===== src/rtl/vm_input_conditioner_if.sv =====
// vm_input_conditioner_if
//   Groups the raw vending-machine inputs and the conditioned outputs of the
//   input conditioner into one bundle.
//   master : drives the raw switches/buttons, observes the conditioned stream
//   slave  : the conditioner itself
//   Signals:
//     switch[3:0]        raw coin switches ([0]=1, [1]=5, [2]=10, [3]=20 units)
//     L/R/C_button       raw select/confirm buttons (asynchronous)
//     switch_level[3:0]  debounced switch levels
//     coin_valid         one-cycle strobe, one coin accepted
//     coin_value[4:0]    value of the accepted coin, 0 when coin_valid=0
//     l/r/c_pulse        one-cycle pulses on debounced button presses
//     coin_drop          sticky flag: a coin edge was lost
interface vm_input_conditioner_if;
  logic [3:0] switch;
  logic       L_button;
  logic       R_button;
  logic       C_button;
  logic [3:0] switch_level;
  logic       coin_valid;
  logic [4:0] coin_value;
  logic       l_pulse;
  logic       r_pulse;
  logic       c_pulse;
  logic       coin_drop;

  modport master (
    output switch, L_button, R_button, C_button,
    input  switch_level, coin_valid, coin_value, l_pulse, r_pulse, c_pulse, coin_drop
  );

  modport slave (
    input  switch, L_button, R_button, C_button,
    output switch_level, coin_valid, coin_value, l_pulse, r_pulse, c_pulse, coin_drop
  );
endinterface


===== src/rtl/vm_input_conditioner.sv =====
// vm_input_conditioner
//   Front end of the vending machine. Every raw input (4 coin switches and the
//   L/R/C buttons) is 2-flop synchronised, debounced, and rising-edge detected.
//   Buttons become single-cycle pulses; coin rises are serialised into one
//   coin_valid/coin_value stream, lowest switch index first.
//   Ports:
//     clk  system clock
//     rst  synchronous active-high reset
//     bus  vm_input_conditioner_if.slave (raw inputs in, conditioned outputs out)
//   Parameters:
//     DEBOUNCE_CYCLES  consecutive differing samples needed to accept a change (>=2)
//     CNT_W            debounce counter width, 2**CNT_W > DEBOUNCE_CYCLES
module vm_input_conditioner #(
  parameter int DEBOUNCE_CYCLES = 20000,
  parameter int CNT_W           = 15
) (
  input logic                    clk,
  input logic                    rst,
  vm_input_conditioner_if.slave  bus
);

  localparam int              N_IN     = 7;
  localparam logic [CNT_W-1:0] CNT_LAST = CNT_W'(DEBOUNCE_CYCLES - 1);

  // Bit order: [3:0] coin switches, [4] L, [5] R, [6] C.
  logic [N_IN-1:0] raw;
  logic [N_IN-1:0] rise;
  logic [3:0]      sw_level;

  assign raw = {bus.C_button, bus.R_button, bus.L_button, bus.switch};

  genvar gi;
  generate
    for (gi = 0; gi < N_IN; gi++) begin : g_deb
      logic             s1_reg;
      logic             s2_reg;
      logic             stable_reg;
      logic [CNT_W-1:0] cnt_reg;
      logic             flip;

      // The counter only ever advances while s2 differs from the accepted
      // level, so reaching CNT_LAST with s2 still differing means
      // DEBOUNCE_CYCLES consecutive differing samples.
      assign flip     = (s2_reg != stable_reg) && (cnt_reg == CNT_LAST);
      assign rise[gi] = flip & s2_reg;

      always_ff @(posedge clk) begin
        if (rst) begin
          s1_reg     <= 1'b0;
          s2_reg     <= 1'b0;
          stable_reg <= 1'b0;
          cnt_reg    <= '0;
        end else begin
          s1_reg <= raw[gi];
          s2_reg <= s1_reg;
          if (s2_reg == stable_reg) begin
            cnt_reg <= '0;
          end else if (flip) begin
            stable_reg <= s2_reg;
            cnt_reg    <= '0;
          end else begin
            cnt_reg <= cnt_reg + CNT_W'(1);
          end
        end
      end

      if (gi < 4) begin : g_lvl
        assign sw_level[gi] = stable_reg;
      end
    end
  endgenerate

  // Coin serialiser: new rises merge with coins still waiting, and the
  // lowest-index coin goes out this edge.
  logic [3:0] pend_reg;
  logic [3:0] pend_all;
  logic [3:0] pick;
  logic [3:0] pend_next;
  logic [4:0] val_pick;
  logic       lost;

  always_comb begin
    pend_all  = pend_reg | rise[3:0];
    pick      = pend_all & (~pend_all + 4'd1);  // isolate lowest set bit
    pend_next = pend_all & ~pick;
    lost      = |(pend_reg & rise[3:0]);
    val_pick  = 5'd0;
    case (pick)
      4'b0001: val_pick = 5'd1;
      4'b0010: val_pick = 5'd5;
      4'b0100: val_pick = 5'd10;
      4'b1000: val_pick = 5'd20;
      default: val_pick = 5'd0;
    endcase
  end

  logic       coin_valid_reg;
  logic [4:0] coin_value_reg;
  logic       l_pulse_reg;
  logic       r_pulse_reg;
  logic       c_pulse_reg;
  logic       coin_drop_reg;

  always_ff @(posedge clk) begin
    if (rst) begin
      pend_reg       <= 4'd0;
      coin_valid_reg <= 1'b0;
      coin_value_reg <= 5'd0;
      l_pulse_reg    <= 1'b0;
      r_pulse_reg    <= 1'b0;
      c_pulse_reg    <= 1'b0;
      coin_drop_reg  <= 1'b0;
    end else begin
      pend_reg       <= pend_next;
      coin_valid_reg <= |pend_all;
      coin_value_reg <= val_pick;
      // Simultaneous L and R presses are ambiguous, so neither is reported.
      l_pulse_reg    <= rise[4] & ~rise[5];
      r_pulse_reg    <= rise[5] & ~rise[4];
      c_pulse_reg    <= rise[6];
      coin_drop_reg  <= coin_drop_reg | lost;
    end
  end

  assign bus.switch_level = sw_level;
  assign bus.coin_valid   = coin_valid_reg;
  assign bus.coin_value   = coin_value_reg;
  assign bus.l_pulse      = l_pulse_reg;
  assign bus.r_pulse      = r_pulse_reg;
  assign bus.c_pulse      = c_pulse_reg;
  assign bus.coin_drop    = coin_drop_reg;

endmodule


===== src/flat_wrapper.sv =====
// flat-port wrapper written by rule: the top's interface ports become plain ports
module vm_input_conditioner_flat 
#(
  parameter int DEBOUNCE_CYCLES = 20000,
  parameter int CNT_W           = 15
)
  (clk, rst, bus_switch, bus_L_button, bus_R_button, bus_C_button, bus_switch_level, bus_coin_valid, bus_coin_value, bus_l_pulse, bus_r_pulse, bus_c_pulse, bus_coin_drop);
  vm_input_conditioner_if bus_i ();
  input logic clk;
  input logic rst;
  input wire logic [$bits(bus_i.switch)-1:0] bus_switch;
  input wire logic [$bits(bus_i.L_button)-1:0] bus_L_button;
  input wire logic [$bits(bus_i.R_button)-1:0] bus_R_button;
  input wire logic [$bits(bus_i.C_button)-1:0] bus_C_button;
  output wire logic [$bits(bus_i.switch_level)-1:0] bus_switch_level;
  output wire logic [$bits(bus_i.coin_valid)-1:0] bus_coin_valid;
  output wire logic [$bits(bus_i.coin_value)-1:0] bus_coin_value;
  output wire logic [$bits(bus_i.l_pulse)-1:0] bus_l_pulse;
  output wire logic [$bits(bus_i.r_pulse)-1:0] bus_r_pulse;
  output wire logic [$bits(bus_i.c_pulse)-1:0] bus_c_pulse;
  output wire logic [$bits(bus_i.coin_drop)-1:0] bus_coin_drop;
  assign bus_i.switch = bus_switch;
  assign bus_i.L_button = bus_L_button;
  assign bus_i.R_button = bus_R_button;
  assign bus_i.C_button = bus_C_button;
  assign bus_switch_level = bus_i.switch_level;
  assign bus_coin_valid = bus_i.coin_valid;
  assign bus_coin_value = bus_i.coin_value;
  assign bus_l_pulse = bus_i.l_pulse;
  assign bus_r_pulse = bus_i.r_pulse;
  assign bus_c_pulse = bus_i.c_pulse;
  assign bus_coin_drop = bus_i.coin_drop;
  vm_input_conditioner #(.DEBOUNCE_CYCLES(DEBOUNCE_CYCLES), .CNT_W(CNT_W)) u_core (.clk(clk), .rst(rst), .bus(bus_i));
endmodule

===== config.mk =====
export PLATFORM = sky130hd
export DESIGN_NAME = vm_input_conditioner_flat
export DESIGN_NICKNAME = d
export VERILOG_FILES = /design/src/rtl/vm_input_conditioner_if.sv /design/src/rtl/vm_input_conditioner.sv /design/src/flat_wrapper.sv
export SDC_FILE = /design/constraint.sdc
export NUM_CORES = 1
export LEC_CHECK = 0
export ABC_CLOCK_PERIOD_IN_PS = 4810
export CAP_MARGIN = 20
export CORE_ASPECT_RATIO = 0.9
export CORE_UTILIZATION = 60
export CTS_BUF_LIST = sky130_fd_sc_hd__clkbuf_8
export CTS_CLUSTER_SIZE = 40
export DETAILED_ROUTE_END_ITERATION = 16
export PLACE_DENSITY = 0.76
export SLEW_MARGIN = 20
export SYNTH_ARGS = -nofsm -noshare
export SYNTH_HDL_FRONTEND = slang
export SYNTH_SLANG_ARGS = --single-unit

===== constraint.sdc =====
create_clock -name clk -period 4.81 [get_ports clk]
set_clock_uncertainty 0.1 [all_clocks]
set_input_delay 0.7215 -clock clk [delete_from_list [all_inputs] [get_ports clk]]
set_output_delay 0.7215 -clock clk [all_outputs]
set_load 0.02 [all_outputs]

==> impl_results.md, run 1 <==
- Sequential cell area fraction in the yosys report: 47.3%
- Die area: 10100 um^2
- Netlist cell types: 51
- YS warnings: 0
- Cells after synthesis: approximately 640
- Status: completed
- Starting Density: 62.8%
- Initial antenna violation count: 0
- Cell type with the largest total area after synthesis: dfxtp_1
- Overall routing resource usage: 22.6%
- Fin. Hold Viols: 0
- Slowest CP cell: or2_0
- Antenna viol nets, final: 0
- Share of synthesized registers carrying an async set or reset: 0%
- I/O Buffers: 22
- Largest net degree at the start of global routing: 36
- Postcts setup bufs: 0
- PwrDens: 338 nW/um^2
- Global-route wire length before repair: 18100 um
- Remaining DRCs: 0
- Max Fclk: 0.423 GHz
- Slew HR: 50.9%
- Row cnt: 33
- Hold_buf cts: 0
- Share of layout cells above drive strength 1: 6.68%
- TritonCTS clock tree: built
- Logic pwr share: 1.3%
- Critical path arrival: 2560 ps
- Initial DRC Count: 216
- M1 WL: 4760 um
- Die height: 95.6 um
- Maxcap violations: 0
- 1st-pass router iterations: 4
- Final setup fails: 0
- Fin crit share: 49.1%
- # fillers: 725
- Main synth FF type: dfxtp_1
- Area growth syn-to-layout: 12.1%
- Syn nets: 658
- RR Endpoint: u_core.g_deb[0].cnt_reg[2]
- P_int: between 1.5 and 2 mW
- Worst Reg-to-Reg Cells: 5
- Post-layout minimum cycle time: between 2000 and 2500 ps
- Worst path cell trace: ha_1 -> nand4_1 -> nor4_4 -> or2_0 -> nor2_1
- Clock power share: 46.5%
- Vias/cell: 5.52
- Clk buf depth: 2
- WL per Instance: 13.0 um
- DR WL met3: around 380 um
- Final setup TNS: 0 ps
- Core ar.: 9290 um^2
- Vias in the first global route: 4181
- Max reg flops: roughly 110
- Sink Count: 138
- CP Capture Type: register
- Setup WS pre-CTS: around 2400 ps
- Routed via count: 4397
- Grt ovf: 0
- Top Metal Used: met4
- Synth top area share: 47.3%
- Top cells by area, synth: dfxtp_1, xnor2_1, nor2_1
- Worst Hold Class: reg -> reg
- Register share of total power: 52.2%
- Net count, final: 677
- EDFF count, synth: 0
- FF-to-FF Start: u_core.g_deb[0].cnt_reg[0]
- RSZ-0062 raised after global routing: no
- Slew Limit Fails: 0
- Startpoint types: register
- P_sw: 443 uW
- Avg Synthesized Cell Area: 9.09 um^2
- DP Wirelength: just over 7000 um
- WHS: 333 ps
- Die X: around 110 um
- Crit Path Max Fanout: 14
- Count leader, synth: dfxtp_1
- Post-synth top cells: dfxtp_1, nor2_1, xnor2_1
- Clk slew on worst S/H paths: 70 ps
- Hold Path Sink: u_core.g_deb[4].s2_reg
- Worst slew pin tran: 737 ps
- Worst-skew pair later-pin latency: roughly 430 ps
- Gp weighted congestion: 0.842
- Post-CTS sizing: 0
- Htree depth: 4
- Sw frac: between 20 and 25%
- Worst EP required: 5000 ps
- Number of diodes: 0
- Syn Std Cell Area: 5840 um^2
- Kind of critical path: reg -> reg
- Reg-to-reg slack, setup: 2450 ps
- # IOs: 23
- CP top delay family: simple AND/OR/NAND/NOR gates
- P_leak: 2.03 nW
- Root Driver: clkbuf_8
- Worst hold start: u_core.g_deb[4].s1_reg
- CTS buffer count: 17
- Slowest cell delay on critical path: 630 ps
- Met2 wire length: 5090 um
- FF+latch count, synth: 138
- Hold Path Depth: 1
- Max VDD drop: about 0.25 mV
- CP Buf/Inv Count: 0
- Drt total wl: 10400 um
- Worst setup margin: 2450 ps
kinds of logic (layout without fill, tap and decap cells):
kind of cell | Yosys count | count (layout) | synth area share, %
flops | 138 | 138 | 47.3
xor+xnor | 87 | 87 | 13.1
buf+inv | 48 | 80 | 3.69
fa+ha+maj | 7 | 7 | 1.50
mux | 6 | 6 | 1.03
simple gates | 319 | 319 | 29.4
compound gates | 37 | 37 | 4.05
stage by stage:
step	utilization, %	cells	power [mW]	cell area [um^2]
floorplan	-	642	1.20	5840
global placement	65.6	764	1.21	6100
detailed placement	65.6	764	1.21	6100
CTS	70.4	796	2.23	6540
global route	70.4	796	2.29	6540
finish	70.4	796	2.21	6540
worst max path at each step:
stage | startpoint | to | slack [ps] | cells past startpoint
floorplan | u_core.g_deb[1].cnt_reg[0] | u_core.g_deb[1].cnt_reg[12] | 2820 | 8
global placement | rst | u_core.g_deb[1].cnt_reg[14] | 2420 | 4
detailed placement | rst | u_core.g_deb[0].cnt_reg[12] | 2390 | 5
CTS | u_core.g_deb[0].cnt_reg[0] | u_core.g_deb[0].cnt_reg[2] | 2420 | 5
global route | u_core.g_deb[0].cnt_reg[0] | u_core.g_deb[0].cnt_reg[3] | 2230 | 5
finish | u_core.g_deb[0].cnt_reg[0] | u_core.g_deb[0].cnt_reg[2] | 2450 | 5
layout make-up:
| cell class | instances | area [um^2] | area share [%] |
|---|---|---|---|
| clock buffer | 20 | 275 | 4.21 |
| clock inverter | 12 | 170 | 2.60 |
| inverter | 25 | 93.8 | 1.43 |
| multi-input combinational | 456 | 2860 | 43.7 |
| sequential | 138 | 2760 | 42.2 |
| tap | 122 | 153 | 2.33 |
| timing repair buffer | 23 | 228 | 3.48 |
worst reg2reg max path: cells and delay by family, from the launching register on:
family,cells,cell delay [ps]
and+or+nand+nor,4,1520
adders and majority gates,1,230
DFF,1,370
cell usage in the layout, fill, tap and decap left out, types with 15 or more instances in the layout:
cell type,n
dfxtp_1,138
nor4_1,18
xnor2_1,55
a21oi_1,15
nand4_1,32
nor3_1,20
nand2_1,30
nand3_1,30
nor2_1,111
inv_1,26
clkdlybuf4s50_1,22
nor2b_1,19
clkbuf_8,20
xor2_1,32
metal layers:
layer | up-vias | GRT usage, %
met5 | - | 0
met4 | 0 | 9.03
met3 | 13 | 6.08
met2 | 69 | 39.8
met1 | 2066 | 26.3
li1 | 2249 | -
power by group through the flow:
stage               logic [mW]  clock network (mW)  registers (mW)
floorplan               0.0207                   0            1.18
global placement        0.0290                   0            1.18
detailed placement      0.0296                   0            1.18
CTS                     0.0298                1.05            1.15
global route            0.0334                1.10            1.15
finish                  0.0294                1.03            1.15
(Power assumes the default switching activity.)
==> inputs of run 2 (changes only) <==
--- a/config.mk
+++ b/config.mk
@@ -5,14 +5,14 @@
 export SDC_FILE = /design/constraint.sdc
 export NUM_CORES = 1
 export LEC_CHECK = 0
-export ABC_CLOCK_PERIOD_IN_PS = 4810
+export ABC_CLOCK_PERIOD_IN_PS = 2100
 export CAP_MARGIN = 20
 export CORE_ASPECT_RATIO = 0.9
-export CORE_UTILIZATION = 60
+export CORE_UTILIZATION = 57
 export CTS_BUF_LIST = sky130_fd_sc_hd__clkbuf_8
 export CTS_CLUSTER_SIZE = 40
 export DETAILED_ROUTE_END_ITERATION = 16
-export PLACE_DENSITY = 0.76
+export PLACE_DENSITY = 0.75
 export SLEW_MARGIN = 20
 export SYNTH_ARGS = -nofsm -noshare
 export SYNTH_HDL_FRONTEND = slang
==> constraint.sdc (replaced) <==
create_clock -name clk -period 2.1 [get_ports clk]
set_clock_uncertainty 0.1 [all_clocks]
set_input_delay 0.315 -clock clk [delete_from_list [all_inputs] [get_ports clk]]
set_output_delay 0.315 -clock clk [all_outputs]
set_load 0.02 [all_outputs]
==> run 2 against run 1 <==
Compared with the run above: fmax is 17% higher; cell count is 2.4% higher; via count is 0.27% higher; non-clock buffer count is 15 higher; critical path depth is 1 lower; critical endpoint is now u_core.g_deb[6].stable_reg; largest power group unchanged.
==> impl_results.md, run 2 (synthesized netlist as in run 1, its figures left out) <==
- Setup WS pre-CTS: 50.4 ps
- Row cnt: 34
- Root Driver: clkbuf_8
- Worst path cell trace: or4b_1 -> or4_4 -> or3_1 -> a21oi_1
- Initial antenna violation count: 0
- TritonCTS clock tree: built
- Fin crit share: 95.9%
- Die X: 109 um
- Max VDD drop: 0.617 mV
- Clk slew on worst S/H paths: 70 ps
- Worst setup margin: a little under 90 ps
- Post-CTS sizing: 0
- Remaining DRCs: 0
- RSZ-0062 raised after global routing: yes
- Sink Count: between 100 and 150
- Worst EP required: 2360 ps
- Slowest cell delay on critical path: roughly 550 ps
- Worst Setup SP: u_core.g_deb[6].cnt_reg[6]
- WL per Instance: 13.0 um
- Vias/cell: 5.41
- Fin. Hold Viols: 0
- Final setup fails: 0
- Worst slew pin tran: ~550 ps
- FF-to-FF Start: u_core.g_deb[6].cnt_reg[6]
- WHS: 339 ps
- CP Capture Type: register
- P_leak: roughly 2.1 nW
- Max Fclk: 0.497 GHz
- Initial DRC Count: about 220
- DP Wirelength: 7500 um
- Commonest non-fill, non-tap cell in the layout: dfxtp_1
- Gp weighted congestion: 0.827
- Non-filler cells, final: 815
- Post-placement cell count: 781
- Crit Path Max Fanout: 4
- Final setup TNS: 0 ps
- PwrDens: 754 nW/um^2
- Largest net degree at the start of global routing: 27
- Net count, final: 692
- Htree depth: 4
- Share of layout cells above drive strength 1: under 10%
- Area growth syn-to-layout: 14.8%
- Worst-skew pair later-pin latency: between 400 and 500 ps
- Slew Limit Fails: 0
- Die area: 10700 um^2
- Overall routing resource usage: 21.7%
- Status: completed
- Drt total wl: 10600 um
- Core ar.: 9830 um^2
- I/O Buffers: 22
- RR Endpoint: u_core.g_deb[6].stable_reg
- Slew HR: a little under two thirds
- Total power: 5.05 mW
- CTS buffer count: 17
- Slowest CP cell: or4_4
- Most frequent cells in the layout: dfxtp_1, nor2_1, xnor2_1
- Startpoint types: register
- Critical path arrival: 2280 ps
- Reg-to-reg slack, setup: 90 ps
- Number of diodes: 0
- Worst Hold Class: reg -> reg
- Hold_buf cts: 0
- 1st-pass router iterations: 7
- Grt ovf: 0
- Max reg flops: 105
- Clk buf depth: 2
- End point of the critical path: u_core.g_deb[6].stable_reg
- Post-layout minimum cycle time: about 2000 ps
- Kind of critical path: reg -> reg
- Global-route wire length before repair: about 18000 um
- Die height: 98.0 um
- Worst Reg-to-Reg Cells: 4
- Vias in the first global route: slightly above 4000
- Starting Density: between 50 and 60%
- # IOs: 23
- Maxcap violations: 0
- Routed via count: 4409
- Antenna viol nets, final: 0
==> run 2: changes by cell type in the layout (fill, tap and decap cells not counted) <==
| cell | before | now |
|---|---|---|
| buf_12 | 0 | 4 |
| clkbuf_8 | 20 | 19 |
| clkinv_2 | 3 | 5 |
| clkinv_4 | 0 | 1 |
| clkinvlp_4 | 3 | 1 |
| buf_4 | 1 | 12 |
==> run 2: stage by stage <==
stage / area, um^2 / util [%]
final: 6700 / 68.2
after global routing: 6700 / 68.2
after CTS: 6690 / 68.0
after detailed placement: 6250 / 63.6
after global placement: 6250 / 63.6
after floorplan: 5840 / -
==> run 2: where the power goes <==
| part | internal [mW] | leakage (nW) | switching, mW | total [mW] |
|---|---|---|---|---|
| clock | 1.35 | 0.227 | 0.981 | 2.33 |
| sequential | 2.63 | 1.11 | 0.00957 | 2.64 |
| combinational | 0.0415 | 0.790 | 0.0425 | 0.0840 |
==> run 2: per-layer routing <==
metal / wire length [um] / up-vias / part of all wire [%] / track usage, %
li1: - / 2275 / - / -
met1: 5200 / 2058 / 49 / 28.6
met2: 4830 / 61 / 46 / 33.1
met3: 419 / 15 / 3.9 / 6.48
met4: 155 / 0 / 1.5 / 8.63
met5: 0 / - / 0 / 0
==> run 2: layout make-up <==
class	count	area, um^2
fill	790	3130
multi-input combinational	456	2860
sequential	138	2760
timing repair buffer	38	390
clock buffer	19	262
clock inverter	13	174
tap	126	158
inverter	25	93.8
==> run 2: worst max-delay path, delay by kind of cell (launching register included) <==
kind	cells	cell delay (ps)
and+or+nand+nor	3	1400
AOI/OAI and AO/OA	1	110
DFF	1	330
==> run 2: worst min-delay path by stage <==
stage	startpoint	endpoint	cells after the start
floorplan	u_core.g_deb[0].s1_reg	u_core.g_deb[0].s2_reg	1
global placement	u_core.g_deb[0].s1_reg	u_core.g_deb[0].s2_reg	1
detailed placement	u_core.g_deb[3].s1_reg	u_core.g_deb[3].s2_reg	1
CTS	bus_C_button	u_core.g_deb[6].s1_reg	2
global route	bus_C_button	u_core.g_deb[6].s1_reg	2
finish	u_core.g_deb[1].s1_reg	u_core.g_deb[1].s2_reg	1
==> run 2: timing repair <==
| item | CTS | global route |
|---|---|---|
| setup buffers | 0 | 2 |
| endpoints found under the setup margin | 0 | 3 |
| endpoints found under the hold margin | 0 | 0 |
